$ cat config.mk
export PLATFORM = sky130hd
export DESIGN_NAME = alu
export DESIGN_NICKNAME = d
export VERILOG_FILES = /design/src/rtl/alu_pkg.sv /design/src/rtl/alu_shifter.sv /design/src/rtl/alu.sv
export SDC_FILE = /design/constraint.sdc
export NUM_CORES = 1
export LEC_CHECK = 0
export ABC_AREA = 0
export BUFFER_PORTS_ARGS = -buffer_cell sky130_fd_sc_hd__buf_2
export CAP_MARGIN = 10
export CORE_MARGIN = 2
export CORE_UTILIZATION = 40
export DETAILED_ROUTE_END_ITERATION = 10
export SYNTH_ARGS = -nofsm -noshare
export SYNTH_HDL_FRONTEND = slang
export SYNTH_SLANG_ARGS = --single-unit
$ cat constraint.sdc
create_clock -name clk -period 5.6 [get_ports clk]
set_clock_uncertainty 0.15 [all_clocks]
set_input_delay 1.12 -clock clk [delete_from_list [all_inputs] [get_ports clk]]
set_output_delay 1.12 -clock clk [all_outputs]
set_load 0.01 [all_outputs]
$ cat src/rtl/alu_pkg.sv
// alu_pkg: shared constants for the execute-stage ALU.
//   ALU_W            datapath width (32)
//   ALU_AND..ALU_NOR 4-bit operation select codes; 1011-1111 are reserved
//   SH_SLL/SRL/SRA   2-bit mode codes for alu_shifter
package alu_pkg;

  localparam int ALU_W = 32;

  localparam logic [3:0] ALU_AND  = 4'b0000;
  localparam logic [3:0] ALU_OR   = 4'b0001;
  localparam logic [3:0] ALU_ADD  = 4'b0010;
  localparam logic [3:0] ALU_SUB  = 4'b0011;
  localparam logic [3:0] ALU_XOR  = 4'b0100;
  localparam logic [3:0] ALU_SLT  = 4'b0101;
  localparam logic [3:0] ALU_SLTU = 4'b0110;
  localparam logic [3:0] ALU_SLL  = 4'b0111;
  localparam logic [3:0] ALU_SRL  = 4'b1000;
  localparam logic [3:0] ALU_SRA  = 4'b1001;
  localparam logic [3:0] ALU_NOR  = 4'b1010;

  localparam logic [1:0] SH_SLL = 2'b00;
  localparam logic [1:0] SH_SRL = 2'b01;
  localparam logic [1:0] SH_SRA = 2'b10;

endpackage

$ cat src/rtl/alu_shifter.sv
// alu_shifter: combinational 32-bit barrel shifter.
//   val_i   [31:0] value to shift
//   shamt_i [4:0]  shift amount 0..31
//   mode_i  [1:0]  SH_SLL / SH_SRL / SH_SRA
//   res_o   [31:0] shifted value (0 for the unused mode code)
module alu_shifter
  import alu_pkg::*;
(
  input  logic [ALU_W-1:0] val_i,
  input  logic [4:0]       shamt_i,
  input  logic [1:0]       mode_i,
  output logic [ALU_W-1:0] res_o
);

  always_comb begin
    res_o = '0;
    case (mode_i)
      SH_SLL:  res_o = val_i << shamt_i;
      SH_SRL:  res_o = val_i >> shamt_i;
      SH_SRA:  res_o = $unsigned($signed(val_i) >>> shamt_i);
      default: res_o = '0;
    endcase
  end

endmodule

$ cat src/rtl/alu.sv
// alu: 32-bit integer ALU with a registered result (1-cycle latency).
//   clk        rising-edge clock
//   rst_n      synchronous active-low reset (out=0, zero=1, out_valid=0)
//   in_valid   a/b/sel valid this cycle
//   a, b       operands; b[4:0] is the shift amount for shifts
//   sel        operation select (see alu_pkg)
//   out_valid  out/zero hold a fresh result
//   out        registered result
//   zero       registered flag, 1 when out == 0
module alu
  import alu_pkg::*;
(
  input  logic             clk,
  input  logic             rst_n,
  input  logic             in_valid,
  input  logic [ALU_W-1:0] a,
  input  logic [ALU_W-1:0] b,
  input  logic [3:0]       sel,
  output logic             out_valid,
  output logic [ALU_W-1:0] out,
  output logic             zero
);

  logic             sub_w;
  logic [ALU_W-1:0] b_op_w;
  logic [ALU_W:0]   sum_w;
  logic             slt_w;
  logic             sltu_w;
  logic [1:0]       sh_mode_w;
  logic [ALU_W-1:0] sh_res_w;
  logic [ALU_W-1:0] res_d;
  logic             zero_d;
  logic [ALU_W-1:0] out_q;
  logic             zero_q;
  logic             vld_q;

  // One adder serves ADD, SUB and both compares: everything except ADD
  // computes a + ~b + 1.
  assign sub_w  = (sel != ALU_ADD);
  assign b_op_w = sub_w ? ~b : b;
  assign sum_w  = {1'b0, a} + {1'b0, b_op_w} + {{ALU_W{1'b0}}, sub_w};

  // Carry out of a - b is set when a >= b unsigned.
  assign sltu_w = ~sum_w[ALU_W];
  // Differing signs decide directly; equal signs cannot overflow, so the
  // difference sign is exact.
  assign slt_w  = (a[ALU_W-1] != b[ALU_W-1]) ? a[ALU_W-1] : sum_w[ALU_W-1];

  always_comb begin
    sh_mode_w = SH_SLL;
    case (sel)
      ALU_SRL: sh_mode_w = SH_SRL;
      ALU_SRA: sh_mode_w = SH_SRA;
      default: sh_mode_w = SH_SLL;
    endcase
  end

  alu_shifter u_shifter (
    .val_i   (a),
    .shamt_i (b[4:0]),
    .mode_i  (sh_mode_w),
    .res_o   (sh_res_w)
  );

  always_comb begin
    res_d = '0;
    case (sel)
      ALU_AND:  res_d = a & b;
      ALU_OR:   res_d = a | b;
      ALU_ADD:  res_d = sum_w[ALU_W-1:0];
      ALU_SUB:  res_d = sum_w[ALU_W-1:0];
      ALU_XOR:  res_d = a ^ b;
      ALU_SLT:  res_d = {{(ALU_W-1){1'b0}}, slt_w};
      ALU_SLTU: res_d = {{(ALU_W-1){1'b0}}, sltu_w};
      ALU_SLL,
      ALU_SRL,
      ALU_SRA:  res_d = sh_res_w;
      ALU_NOR:  res_d = ~(a | b);
      default:  res_d = '0;
    endcase
  end

  // Flag comes from the value being loaded so out and zero never disagree.
  assign zero_d = (res_d == '0);

  always_ff @(posedge clk) begin
    if (!rst_n) begin
      out_q  <= '0;
      zero_q <= 1'b1;
      vld_q  <= 1'b0;
    end else begin
      vld_q <= in_valid;
      if (in_valid) begin
        out_q  <= res_d;
        zero_q <= zero_d;
      end
    end
  end

  assign out       = out_q;
  assign zero      = zero_q;
  assign out_valid = vld_q;

endmodule

==> results of run 1 <==
==> state kept, by name, summed over array words and instances, names as in the netlist <==
name,flops
zero,1
out,32
out_valid,1
==> logic make-up (layout without fill, tap and decap cells) <==
| family | after synthesis | count (layout) |
|---|---|---|
| AOI/OAI and AO/OA | 425 | 425 |
| and+or+nand+nor | 377 | 377 |
| buffers and inverters | 182 | 400 |
| muxes | 118 | 118 |
| adders and majority gates | 98 | 98 |
| xor gates and xnor gates | 50 | 50 |
| DFF | 34 | 34 |
==> placed cells by master, fill, tap and decap left out, types with 7 or more instances in the layout <==
cell                        synthesis  routed
sky130_fd_sc_hd__a2111oi_0         12       7
sky130_fd_sc_hd__a211oi_1          37      37
sky130_fd_sc_hd__a21o_1            13      13
sky130_fd_sc_hd__a21oi_1           96      92
sky130_fd_sc_hd__a22oi_1           16      16
sky130_fd_sc_hd__a31oi_1           20      18
sky130_fd_sc_hd__and2_1             9       9
sky130_fd_sc_hd__buf_2             16     104
sky130_fd_sc_hd__buf_4              3     207
sky130_fd_sc_hd__dfxtp_1           34      34
sky130_fd_sc_hd__ha_1              97      92
sky130_fd_sc_hd__inv_1             72      71
sky130_fd_sc_hd__mux2_2            10      10
sky130_fd_sc_hd__mux2i_1           57      57
sky130_fd_sc_hd__mux4_2            50      50
sky130_fd_sc_hd__nand2_1          125     123
sky130_fd_sc_hd__nand2b_1           9       9
sky130_fd_sc_hd__nand3_1           25      25
sky130_fd_sc_hd__nand4_1           15      15
sky130_fd_sc_hd__nor2_1           101     101
sky130_fd_sc_hd__nor3_1            21      21
sky130_fd_sc_hd__nor4_1            10       7
sky130_fd_sc_hd__o211ai_1          32      32
sky130_fd_sc_hd__o21a_1             8       8
sky130_fd_sc_hd__o21ai_0           81      77
sky130_fd_sc_hd__o221ai_1           8       7
sky130_fd_sc_hd__o22ai_1           22      22
sky130_fd_sc_hd__o31ai_1           12      11
sky130_fd_sc_hd__or2_2              9       9
sky130_fd_sc_hd__or3_1              8       8
sky130_fd_sc_hd__xnor2_1           43      40
sky130_fd_sc_hd__xor2_1             7       7
==> Yosys cell counts (9+ instances only) <==
cell and count:
sky130_fd_sc_hd__nand3_1 25, sky130_fd_sc_hd__nand2b_1 9, sky130_fd_sc_hd__mux2i_1 57, sky130_fd_sc_hd__nor2_1 101
sky130_fd_sc_hd__or2_2 9, sky130_fd_sc_hd__dfxtp_1 34, sky130_fd_sc_hd__mux2_2 10, sky130_fd_sc_hd__clkbuf_1 71
sky130_fd_sc_hd__nor3_1 21, sky130_fd_sc_hd__o31ai_1 12, sky130_fd_sc_hd__a21o_1 13, sky130_fd_sc_hd__a22oi_1 16
sky130_fd_sc_hd__o211ai_1 32, sky130_fd_sc_hd__ha_1 97, sky130_fd_sc_hd__nand4_1 15, sky130_fd_sc_hd__buf_1 14
sky130_fd_sc_hd__nand2_1 125, sky130_fd_sc_hd__buf_2 16, sky130_fd_sc_hd__inv_1 72, sky130_fd_sc_hd__and2_1 9
sky130_fd_sc_hd__mux4_2 50, sky130_fd_sc_hd__a2111oi_0 12, sky130_fd_sc_hd__a31oi_1 20, sky130_fd_sc_hd__nor4_1 10
sky130_fd_sc_hd__a21oi_1 96, sky130_fd_sc_hd__xnor2_1 43, sky130_fd_sc_hd__a211oi_1 37, sky130_fd_sc_hd__o21ai_0 81
sky130_fd_sc_hd__o22ai_1 22
==> power groups by stage <==
stage               Combinational, uW  Sequential, uW  Clock, uW
CTS                              1180             269        278
global placement                 1170             274          0
finish                           1220             269        273
detailed placement               1170             274          0
global route                     1320             272        289
floorplan                         651             283          0
==> routing by layer <==
layer	track usage (%)	part of all wire (%)	vias up
li1	-	-	5320
met1	45.9	42	5524
met2	54.0	45	631
met3	5.82	9.5	114
met4	11.1	4.1	2
met5	0	0.030	-
==> cell type report <==
type / count / area, um2 / share of cell area [%]
Multi-Input combinational cell: 1068 / 8310 / 69.3
Timing Repair Buffer: 317 / 2180 / 18.1
Sequential cell: 34 / 681 / 5.67
Tap cell: 319 / 399 / 3.33
Inverter: 75 / 282 / 2.35
Clock buffer: 7 / 143 / 1.19
Clock inverter: 1 / 5.00 / 0.0417
==> metrics by stage <==
step	setup slack, ns	power [uW]
6_report	0.188	1770
5_1_grt	-0.0291	1880
4_1_cts	0.0476	1730
3_5_place_dp	-0.691	1440
3_3_place_gp	-0.658	1440
2_1_floorplan	0.0192	933
==> worst reg2reg max path: cells and delay by family (launching register included) <==
kind | cells | cell delay, ns
simple gates | 1 | 0.12
flops | 1 | 0.31
compound gates | 1 | 0.33
==> worst paths after layout <==
| path | to | slack, ns | depth (start not counted) |
|---|---|---|---|
| worst max register to register | zero | 4.59 | 2 |
| worst max-delay path | zero | 0.19 | 17 |
| worst min-delay path | out[5] | 0.33 | 2 |
| worst min register to register | out[5] | 0.33 | 2 |
==> what timing repair did <==
| item | 4_1_cts | 5_1_grt |
|---|---|---|
| gates resized for setup | 6 | 33 |
| endpoints found under the hold margin | 0 | 0 |
| pin swaps | 0 | 9 |
| buffers inserted | 0 | 2 |
| setup endpoints to repair | 1 | 2 |
| gates cloned | 0 | 0 |
==> reports/results.txt, run 1 <==
The number of instances in the synthesized netlist is 1284. The number of buffers and inverters on the critical path is 3. During placement, the flow inserted port buffers numbering 104. For the post-route antenna net violation count, the log shows 0. By area the synthesized netlist is led by sky130_fd_sc_hd__ha_1 13%, sky130_fd_sc_hd__mux4_2 12%, sky130_fd_sc_hd__dfxtp_1 7.1%.

The HPWL after detailed placement came out at 34800 um. The critical path start-end classification was in -> reg. The run gives 64100 um as the wire length of the first global-routing pass. Setup total negative slack on the finished layout was measured at 0 ns. The final period demand of the worst path is 5.41 ns, and the switching portion of total power is 44.8%.

The area enclosed by the die boundary is 0.0252 mm2, and the detailed-route DRC error count is 0. For the overall routing resource usage, the log shows 33.7%. The cell area after layout is 0.0120 mm2, and the sequential power share is 15.2%.

The mean instance size in the synthesized netlist is 7.45 um2. VDD sags by at most 124 uV. The count of endpoints failing hold in the final timing report is 0.

sky130_fd_sc_hd__ha_1 takes more of the synthesized area than any other cell. The leakage power total was 0.00532 uW; the post-synthesis share of cell area spent on xor and xnor gates was 4.58%. Using the TritonRoute via totals, the vias-per-cell ratio works out to 6.37. Counting the buffers created by CTS gives 5. The die is 159 um wide. Before antenna repair, the detailed router went through 6 iterations. Class of the tightest hold or removal check: reg -> reg. In the final routed layout, each cell accounts on average for 23.8 um. The startpoint identified for the worst hold timing path is out[5]. Clock insertion delay at the later pin of the skew report: 0.27 ns.

The number of global-route vias before repair is 10600, and the stage delay of the slowest cell on the critical path is 0.60 ns. The number of nets in the layout is 1670. Proportion of netlist area held by the largest area contributor: 12.7%. The areal power density over the cells was 147 mW/mm2. At the end of routability-driven placement, the weighted congestion stood at 1.08. The final layout contains routed wiring with a total length of 43300 um. Combinational logic burns 69.3% of the power. In this run the tightest slew margin relative to its limit is 28.1%.

The number of endpoints failing setup at the final stage was 0. Tracing the worst setup path back leads to its startpoint at sel[2]. Static timing analysis puts the maximum clock frequency at 185 MHz. The logs give 5.67 ns for the data required time at the worst endpoint and 34 for the clock sink count. STA puts the critical path data arrival time at 5.48 ns. The H-tree was split into 2 levels. The placed instances occupy a cell area of 0.0117 mm2. The ratio of cells with drive above 1 in the final layout was 29.2%; the slew of the pin with the lowest slew margin was 1.08 ns. The antenna diode count came out at 0. Counting along the longest clock path gives a buffer depth of 2.

The internal cell power came out at 976 uW. In this run, the number of DRC markers left after iteration 0 of detailed routing was 1269. The primary flip-flop cell chosen by synthesis mapping is sky130_fd_sc_hd__dfxtp_1.

Pin placement for this block handled 105 I/O pins. TritonCTS built the clock tree. The largest individual stage delay along the critical path comes from the cell sky130_fd_sc_hd__or4b_4.

The routed layout has 11600 vias. For the post-synthesis cell area, the log shows 0.00957 mm2. The multiplexer share of the synthesized area was 19.0%; the max-capacitance violation count was 0. The fill cell total of the finished layout is 2373, and the starting density of the core is 40.8%. Hold timing on the final database bottoms out at a slack of 0.329 ns. The leftover overflow at the end of global routing was 0. The flow ran to the end, and the final reports show no timing, DRC or antenna violations. The Yosys warning count was 0. Combinational family with the most area after synthesis: compound AO/OA/AOI/OAI gates.

Critical path capture point type: a flop. The number of placement rows came out at 56. In this run the worst path has a maximum fanout of 8.

The number of placed instances with taps included is 1811, and the count of hold buffers inserted by post-cts repair is 0. After synthesis the netlist holds a flip-flop and latch count of 34. For the share of the core filled with cells in the final layout, the log shows 51.1%.

From bottom edge to top edge, the die measures 159 um. The number of enable-type register cells in the synthesized netlist came out at 0. The number of pins exceeding their max-slew limit in the final report is 0.

The synthesized netlist devotes 19.1% of its cell area to simple gates. The number of antenna violations at the first check in global routing was 1. The maximum number of pins on one net before global-route repair came out at 58. The sequential fraction of the synthesis area is 7.11%.

The reg-to-reg critical path startpoint is zero. The area growth from synthesis to layout is 25.4%. The total area inside the core boundary comes to 0.0235 mm2. In this design, the largest share of critical-path delay is due to simple AND/OR/NAND/NOR gates.

The clock transition at the register clock pins on the worst setup and hold paths after CTS was 0.05 ns; the final worst-path cycle share was 96.6%. The adder-cell share of the synthesized area came out at 12.9%. Master cell of the clock root buffer: sky130_fd_sc_hd__clkbuf_16. Number of nets in the synthesized netlist: 1453.

The final cell count without fillers was 1821. The synthesized netlist devotes 29.5% of its cell area to compound gates. The fraction of registers with async set/reset is 0%. The analysis attributes to net switching a power of 792 uW.

The clock share of power came out at 15.5%. Type of origin of the critical path: an input pin. The netlist uses 82 different library cells. Traced cell by cell, the critical path runs through buf_2, or4b_4, buf_6, xnor2_1, ha_1, nand4_1, buf_4, or3_1, a21oi_1, nor2_1, xnor2_1, a21oi_1, nand4_1, or4_4, or4_1, and4bb_1, a311o_1.
Power figures use the tool's default switching activity.
==> run 2: changes to the inputs <==
- PLACE_DENSITY: default -> 0.64
==> reports/results.txt, run 2 (same netlist as run 1, synthesis figures left out) <==
After the last flow step, the layout net total stands at 1678. The worst register-to-register path begins at zero. The cell at the slowest stage of the critical path was sky130_fd_sc_hd__or4_4. The register-to-register setup slack was 4.58 ns; the detailed-route DRC error count was 0. The initial utilization of the core area, before any placement, comes to 40.8%. The run gives 0.330 ns as the final hold slack. The critical path capture point type is a flop.

The die covers 0.0252 mm2. The path class of the tightest hold or removal check is reg -> reg. The clock transition at the register clock pins on the worst setup and hold paths after CTS came out at 0.06 ns. In the final routed layout, each cell accounts on average for 24.0 um. The number of antenna violations at the first check in global routing came out at 1. Type of origin of the critical path: an input pin. Entering global routing, the biggest net connects 58 pins. Data on the critical path arrives at its endpoint at 5.53 ns.

The register with the most flip-flops in the layout has 32 of them. The longest clock path from root to sink contains 2 buffers. In this run the power density over the cells is 148 mW/mm2. For this design the static power due to leakage is 0.00538 uW.

For the clock insertion delay at the later pin of the skew report, the log shows 0.28 ns. In this design, the largest share of critical-path delay is due to simple AND/OR/NAND/NOR gates. The number of placement rows is 56, and the worst setup timing slack at the placement stage is -0.423 ns. The tree is rooted in a sky130_fd_sc_hd__clkbuf_16. The count of nets left with antenna violations once routing finished came out at 0.

The die is 159 um tall. The repair_antennas step left the layout with diodes totalling 0. The final worst-path cycle share is 97.5%. Traced cell by cell, the critical path runs through buf_6, or4b_4, buf_12, buf_6, o21ai_0, fa_1, nor2b_2, o21ai_0, a21oi_1, nor2_1, xnor2_1, a2111oi_1, nand4_1, or4_4, or4_4, and4bb_1, a311o_1. Compared with the post-synthesis result, the final layout area differs by 26.6%. The tools report the highest attainable clock frequency as 183 MHz. Once layout is complete, the utilization of the core stands at 51.6%.

Ratio of routed vias to standard cells: 6.38. The count of hold buffers inserted by post-cts repair is 0. The number of endpoints failing setup at the final stage is 0. The run finished with clean final reports. The clock tree synthesis step divided the H-tree into 2 levels. The tools report the post-route worst setup slack as 0.142 ns.

The total overflow left after global routing is 0. The run gives 1829 as the final cell count without fillers. The routed design has 43900 um of wire.

The congestion estimate from routability-driven global placement came to 1.11. Leaving out fill and tap cells, the most frequent cell in the layout is sky130_fd_sc_hd__buf_4. The TritonCTS buffer count came out at 5. In the layout the commonest cells are 213 x sky130_fd_sc_hd__buf_4, 125 x sky130_fd_sc_hd__nand2_1, 101 x sky130_fd_sc_hd__buf_2. The logic depth of the worst setup path including buffers was 17.

The run gives 0 as the count of endpoints failing hold in the final timing report. Of all nets on the critical path, the largest fanout is 5. Setup repair after global routing could not meet its margin everywhere.

The run gives 65900 um as the wire length of the first global-routing pass. Cells with a size suffix above 1 make up 29.7% of the layout. Measured in cells, the most critical reg-to-reg path has a length of 2.

The number of global-route vias before repair was 10900. The count of buffers added on input and output ports is 104. The design draws 1790 uW.

The tools report the max-capacitance violation count as 0. In this run the count of I/O pins placed on the die edge is 105. The die boundary width is 159 um, and the total via count in the routed design is 11700. The DRC marker count from the first detailed-route iteration was 1142; the relative max-transition margin was 26.6%.

Global routing used 34.5% of the available tracks across all layers. Subtracting the final worst setup slack from the clock period gives 5.46 ns. The first-pass iteration count of the detailed router came out at 8. The core region is 0.0235 mm2.

The destination of the worst hold path is out[27]. The number of buffers and inverters on the critical path is 3. The number of pins exceeding their max-slew limit in the final report was 0.

TritonCTS built the clock tree. For this run, the slowest stage of the critical path takes 0.59 ns. For the pin with the worst max-slew slack, the measured transition is 1.07 ns. The logs give 35300 um for the HPWL after detailed placement and 34 for the clock sink count.

The worst-case IR drop observed on VDD is 108 uV. For the number of placed instances with taps included, the log shows 1812. In this run the most critical hold path is launched from out[27].

Critical path start-end classification: in -> reg. The endpoint identified for the worst register-to-register timing path is zero. STA puts the critical path data required time at 5.67 ns.

Hold-critical path depth: 2.
## run 2: cell count changes in the layout (fill, tap and decap cells not counted), moves of 3 or more
cell	previous run	this run
sky130_fd_sc_hd__a2111oi_1	5	2
sky130_fd_sc_hd__buf_2	104	101
sky130_fd_sc_hd__buf_4	207	213
sky130_fd_sc_hd__buf_6	2	6
sky130_fd_sc_hd__ha_1	92	96
sky130_fd_sc_hd__ha_2	5	0
## run 2: what timing repair did
item	CTS	global route
resized for setup	3	45
setup buffers	0	10
setup endpoints to repair	1	2
pin swaps	0	21
## run 2: worst max path at each step
| stage | slack, ns | start | endpoint |
|---|---|---|---|
| after floorplan | 0.02 | sel[2] | zero |
| after detailed placement | -0.42 | sel[2] | zero |
| after global placement | -0.35 | sel[2] | zero |
| after CTS | 0.13 | sel[2] | zero |
| final | 0.14 | sel[3] | zero |
| after global routing | -0.06 | sel[3] | zero |
## run 2: metrics by stage
stage | setup TNS, ns | cell area, um2
floorplan | 0 | 9580
global placement | -0.622 | 11700
detailed placement | -0.704 | 11700
CTS | 0 | 11900
global route | -0.0616 | 12100
finish | 0 | 12100
## run 2: where the power goes
part	internal, uW	switching [uW]	total (uW)
sequential	260	8.37	269
combinational	543	699	1240
clock	176	106	282
## run 2: worst reg2reg max path, delay by kind of cell (launching register included)
| family | cells | cell delay, ns |
|---|---|---|
| compound gates | 1 | 0.32 |
| flops | 1 | 0.31 |
| simple gates | 1 | 0.12 |
## run 2: area by class of cell
type                            instances  area [um2]
Clock buffer                            6         139
Timing Repair Buffer                  325        2270
Multi-Input combinational cell       1068        8340
Sequential cell                        34         681
Tap cell                              319         399
Inverter                               75         282
Clock inverter                          2        12.5
Fill cell                            2376       11400
## run 2: layer usage
| layer | vias up | part of all wire (%) | global-route usage [%] |
|---|---|---|---|
| met5 | - | 0.027 | 0 |
| met4 | 2 | 4.7 | 13.6 |
| met3 | 139 | 9.2 | 5.14 |
| met2 | 683 | 45 | 55.3 |
| met1 | 5513 | 41 | 46.5 |
| li1 | 5334 | - | - |
